[src/rtl/obi_rr_arbiter.sv]
// Round-robin arbiter sharing one in-order OBI subordinate among NumMgr managers.
// An in-order FIFO of manager indices routes each R-channel response back to its issuer.
package obi_pkg;

  typedef struct packed {
    logic UseRReady;
    logic UseAtop;
    logic Integrity;
  } obi_cfg_t;

  localparam obi_cfg_t ObiDefaultConfig = '{UseRReady: 1'b0, UseAtop: 1'b0, Integrity: 1'b0};

  typedef struct packed {
    logic [31:0] addr;
    logic        we;
    logic [3:0]  be;
    logic [31:0] wdata;
    logic [3:0]  aid;
  } obi_a_chan_t;

  typedef struct packed {
    logic [31:0] rdata;
    logic [3:0]  rid;
    logic        err;
  } obi_r_chan_t;

  typedef struct packed {
    logic        req;
    obi_a_chan_t a;
    logic        rready;
  } obi_req_t;

  typedef struct packed {
    logic        gnt;
    logic        rvalid;
    obi_r_chan_t r;
  } obi_rsp_t;

endpackage

module obi_rr_arbiter #(
  parameter obi_pkg::obi_cfg_t ObiCfg   = obi_pkg::ObiDefaultConfig,
  parameter type               obi_req_t = obi_pkg::obi_req_t,
  parameter type               obi_rsp_t = obi_pkg::obi_rsp_t,
  parameter int unsigned       NumMgr   = 4,
  parameter int unsigned       MaxTrans = 4
) (
  input  logic     clk_i,
  input  logic     rst_ni,
  input  obi_req_t mgr_req_i [NumMgr],
  output obi_rsp_t mgr_rsp_o [NumMgr],
  output obi_req_t sbr_req_o,
  input  obi_rsp_t sbr_rsp_i,
  output logic     busy_o
);

  localparam int unsigned IdxW = $clog2(NumMgr);
  localparam int unsigned CntW = $clog2(MaxTrans + 1);
  localparam int unsigned PtrW = (MaxTrans > 1) ? $clog2(MaxTrans) : 1;

  if (ObiCfg.UseAtop || ObiCfg.Integrity) begin : g_cfg_check
    $error("obi_rr_arbiter does not support UseAtop or Integrity");
  end
  if (NumMgr < 2) begin : g_mgr_check
    $error("obi_rr_arbiter needs NumMgr >= 2");
  end
  if (MaxTrans < 1) begin : g_trans_check
    $error("obi_rr_arbiter needs MaxTrans >= 1");
  end

  logic [IdxW-1:0] rr_q, rr_d;
  logic            lock_q, lock_d;
  logic [IdxW-1:0] lock_idx_q, lock_idx_d;
  logic [IdxW-1:0] fifo_q [MaxTrans];
  logic [IdxW-1:0] fifo_d [MaxTrans];
  logic [PtrW-1:0] wr_ptr_q, wr_ptr_d, rd_ptr_q, rd_ptr_d;
  logic [CntW-1:0] cnt_q, cnt_d;

  logic            any_req, found, full, sbr_req, gnt_ok, rvalid_ok, rready, push, pop;
  logic [IdxW-1:0] sel, head;
  logic [NumMgr-1:0] gnt_vec;
  int              idx;

  // Lock wins; otherwise search upward from rr_q for the first active request.
  always_comb begin
    any_req = 1'b0;
    found   = 1'b0;
    idx     = 0;
    sel     = rr_q;
    for (int i = 0; i < NumMgr; i++) begin
      any_req = any_req | mgr_req_i[i].req;
    end
    if (lock_q) begin
      sel = lock_idx_q;
    end else begin
      for (int i = 0; i < NumMgr; i++) begin
        idx = (int'(rr_q) + i) % NumMgr;
        if (!found && mgr_req_i[idx].req) begin
          found = 1'b1;
          sel   = IdxW'(idx);
        end
      end
    end
  end

  assign full      = (cnt_q == CntW'(MaxTrans));
  assign head      = fifo_q[rd_ptr_q];
  assign sbr_req   = rst_ni && any_req && !full;
  assign gnt_ok    = rst_ni && sbr_rsp_i.gnt && !full;
  assign rvalid_ok = rst_ni && sbr_rsp_i.rvalid && (cnt_q != '0);
  assign rready    = ObiCfg.UseRReady ? mgr_req_i[head].rready : 1'b1;
  assign push      = sbr_req && sbr_rsp_i.gnt;
  assign pop       = rvalid_ok && rready;
  assign busy_o    = rst_ni && (cnt_q != '0);

  always_comb begin
    sbr_req_o        = '0;
    sbr_req_o.req    = sbr_req;
    sbr_req_o.a      = mgr_req_i[sel].a;
    sbr_req_o.rready = rready;
    gnt_vec          = '0;
    for (int i = 0; i < NumMgr; i++) begin
      mgr_rsp_o[i]        = '0;
      mgr_rsp_o[i].r      = sbr_rsp_i.r;
      mgr_rsp_o[i].gnt    = gnt_ok && (sel == IdxW'(i));
      mgr_rsp_o[i].rvalid = rvalid_ok && (head == IdxW'(i));
      gnt_vec[i]          = mgr_rsp_o[i].gnt;
    end
  end

  // Full only looks at cnt_q, so a pop this cycle unblocks gnt next cycle.
  always_comb begin
    rr_d       = rr_q;
    lock_d     = lock_q;
    lock_idx_d = lock_idx_q;
    fifo_d     = fifo_q;
    wr_ptr_d   = wr_ptr_q;
    rd_ptr_d   = rd_ptr_q;
    cnt_d      = cnt_q;
    if (push) begin
      rr_d             = (sel == IdxW'(NumMgr - 1)) ? '0 : sel + IdxW'(1);
      lock_d           = 1'b0;
      fifo_d[wr_ptr_q] = sel;
      wr_ptr_d         = (wr_ptr_q == PtrW'(MaxTrans - 1)) ? '0 : wr_ptr_q + PtrW'(1);
    end else if (sbr_req) begin
      lock_d     = 1'b1;
      lock_idx_d = sel;
    end
    if (pop) begin
      rd_ptr_d = (rd_ptr_q == PtrW'(MaxTrans - 1)) ? '0 : rd_ptr_q + PtrW'(1);
    end
    case ({push, pop})
      2'b10:   cnt_d = cnt_q + CntW'(1);
      2'b01:   cnt_d = cnt_q - CntW'(1);
      default: cnt_d = cnt_q;
    endcase
  end

  always_ff @(posedge clk_i) begin
    if (!rst_ni) begin
      rr_q       <= '0;
      lock_q     <= 1'b0;
      lock_idx_q <= '0;
      wr_ptr_q   <= '0;
      rd_ptr_q   <= '0;
      cnt_q      <= '0;
      for (int i = 0; i < MaxTrans; i++) begin
        fifo_q[i] <= '0;
      end
    end else begin
      rr_q       <= rr_d;
      lock_q     <= lock_d;
      lock_idx_q <= lock_idx_d;
      wr_ptr_q   <= wr_ptr_d;
      rd_ptr_q   <= rd_ptr_d;
      cnt_q      <= cnt_d;
      fifo_q     <= fifo_d;
    end
  end

  // Protocol checks; a response arriving with nothing outstanding is dropped above.
  a_no_overflow: assert property (@(posedge clk_i) disable iff (!rst_ni)
    (cnt_q <= CntW'(MaxTrans)) && !(push && full));
  a_no_underflow: assert property (@(posedge clk_i) disable iff (!rst_ni)
    !(sbr_rsp_i.rvalid && (cnt_q == '0)));
  a_lock_holds_req: assert property (@(posedge clk_i) disable iff (!rst_ni)
    lock_q |-> mgr_req_i[lock_idx_q].req);
  a_single_gnt: assert property (@(posedge clk_i) disable iff (!rst_ni)
    $onehot0(gnt_vec));

endmodule

[config.mk]
export PLATFORM = sky130hd
export DESIGN_NAME = obi_rr_arbiter
export DESIGN_NICKNAME = d
export VERILOG_FILES = /design/src/rtl/obi_rr_arbiter.sv
export SDC_FILE = /design/constraint.sdc
export NUM_CORES = 1
export LEC_CHECK = 0
export ABC_CLOCK_PERIOD_IN_PS = 3300
export BUFFER_PORTS_ARGS = -buffer_cell sky130_fd_sc_hd__buf_2
export CAP_MARGIN = 25
export CORE_AREA = 2 2 221 223
export DETAILED_ROUTE_END_ITERATION = 8
export DIE_AREA = 0 0 223 225
export PLACE_DENSITY_LB_ADDON = 0.08
export SLEW_MARGIN = 10
export SYNTH_ARGS = -nofsm -noshare
export SYNTH_HDL_FRONTEND = slang
export SYNTH_SLANG_ARGS = --single-unit
[constraint.sdc]
create_clock -name clk_i -period 3.3 [get_ports clk_i]
set_clock_uncertainty 0.1 [all_clocks]
set_input_delay 0.33 -clock clk_i [delete_from_list [all_inputs] [get_ports clk_i]]
set_output_delay 0.33 -clock clk_i [all_outputs]
set_load 0.01 [all_outputs]
==> metrics.csv <==
metric;value;unit
status;complete, no violations;
grt_pass1_wl;34200;um
firstDrtPassIters;4;
slew_headroom;57.1;%
ys_top_cells_by_area;mux4_2 41%, buf_4 27%, dfxtp_1 9.7%;
required;2870;ps
grt_pass1_vias;4290;
io_pins;573;
wl;25500;um
synthFlopType;dfxtp_1;
die_w;223;um
vias;3976;
cts_buffers;3;
clockRootBuffer;clkbuf_16;
post_drt_wl_per_cell;20.8;um
clk_latency;250;ps
min_path_type;input port to register;
preCtsSetupSlack;370;ps
crit_type;register to primary output;
post_cts_buffers;0;
clk_pin_slew;60;ps
cts.htree.levels;1;
drtAntennaViolNets;0;
overflow;0;
initialDrtViolationCount;136;
final_cell_mix;382 x buf_2, 75 x mux4_2, 20 x dfxtp_1;
slew_viol_final;0;
clock_sinks;20;
max-vdd-ir-drop;0.000162;V
final_common_cell;buf_2;
worstPathArrival;2660;ps
tns;0;ps
yosysTopAreaCell;mux4_2;
leakage;0.00264;uW
worstPathMaxFanout;28;
rsz0062_at_grt;no;
cts_buffer_depth;2;
tightest_slew;638;ps
synth_seq_cells;20;
grtUsageTotal;9.52;%
seq_area_frac_synth;9.73;%
synth_cell_types;39;
netlist_area;4110;um2
synth_nets;719;
crit_path_end_kind;primary output;
cts_tree;yes;
setup_violations;0;
fp.dieH;225;um
min_period_over_period;93.7;%
row_count;80;
syn_area_per_cell;11.1;um2
netlist.area_leader.share;41.1;%
power_density;322;nW/um2
core_region_area;47500;um2
start_util;8.65;%
areaGrowthSynthToFinish;40.5;%
final_hold_viol_count;0;
fin_ws;206;ps
drive_gt1_share;80.2;%
ys_warn_count;0;
grt_start_max_net_pins;29;
drc;0;
min_period;3090;ps
cap_violations;0;
max_freq;323;MHz
start_kind;register;
hold_buffers;0;
grt_antenna_before_repair;10;
fp.dieArea;50200;um2
synth-async-reset-ratio;0;%
place_congestion;0.747;
syn_inst;371;
vias_per_cell;3.24;
numPortBuffers;382;
post-dp-hpwl;22900;um
post_cts_resized;0;
fin_nets;959;
synth_edf_count;0;
[area by class of cell]
| cell class | count | area (um2) |
|---|---|---|
| well taps | 615 | 769 |
| repair buffers | 406 | 2150 |
| flip-flops and latches | 20 | 400 |
| clock buffers | 4 | 88.8 |
| diodes | 1 | 2.50 |
| inverters | 11 | 41.3 |
| multi-input cells | 169 | 2320 |
| fillers | 5490 | 41800 |
[metrics by stage]
step                      hold slack, ps  util [%]  cell area, um2  cells  total power (uW)
after CTS                            294      12.2            5780   1225              1930
after floorplan                      366         -            4110    371              1190
final                                299      12.2            5780   1226              1860
after global routing                 322      12.2            5780   1226              1990
after detailed placement             397      12.0            5690   1221              1630
after global placement               404      12.0            5690   1221              1640
[power breakdown]
group / switching (uW) / internal (uW) / leakage [uW]
Combinational: 634 / 665 / 0.00243
Clock: 97.2 / 185 / 0.0000442
Sequential: 21.5 / 260 / 0.000163
[logic make-up after synthesis]
kind of cell             after synthesis  share of synthesized area [%]
XOR/XNOR                               2                          0.426
AO/OA/AOI/OAI                         36                           6.08
other                                  1                         0.0912
multiplexers                          76                           41.3
AND/OR/NAND/NOR                       47                           6.20
adder cells (fa/ha/maj)                7                           2.31
buffers and inverters                182                           33.9
flip-flops                            20                           9.73
[metal layers]
layer | vias to the layer above | GRT usage (%) | part of all wire (%)
met3 | 22 | 3.96 | 11
met4 | 6 | 1.06 | 1.1
li1 | 1737 | - | -
met2 | 307 | 17.5 | 51
met5 | - | 0 | 0.18
met1 | 1904 | 10.5 | 37
[worst max-delay path, cell delays in order, from the launching register on]
cell and delay, ps:
dfxtp_1 460, nand2b_1 160, a311oi_1 100, o2111ai_1 300
and2_4 520, buf_4 300, mux4_2 360, buf_2 170
[cells in the mapped netlist, types with 2 or more instances]
library cell / count
ha_1: 6
and2_1: 2
xor2_1: 2
o21ai_0: 4
buf_2: 7
mux4_2: 75
nand3_1: 2
dfxtp_1: 20
a211oi_1: 4
nor2_1: 13
clkbuf_1: 5
nor3b_1: 2
a211o_1: 2
buf_12: 8
nor4_1: 2
o31ai_1: 2
nor3_1: 6
a21oi_1: 10
a311oi_1: 9
inv_1: 11
nand2b_1: 2
buf_4: 150
nand2_1: 8
and3_1: 4
[sequential cells by signal, summed over array words and instances, names as in the netlist]
signal and flops:
cnt_q 3, fifo_q 8, lock_idx_q 2, lock_q 1
rd_ptr_q 2, rr_q 2, wr_ptr_q 2
[final timing paths]
kind                 startpoint             to  slack, ps  cells after the start
hold / removal           rst_ni         lock_q        300                      3
setup reg to reg       cnt_q[2]       cnt_q[2]        690                     10
hold reg to reg   lock_idx_q[1]  lock_idx_q[1]        400                      2
setup / recovery        rr_q[0]  sbr_req_o[68]        210                      7
(Power assumes the default switching activity.)
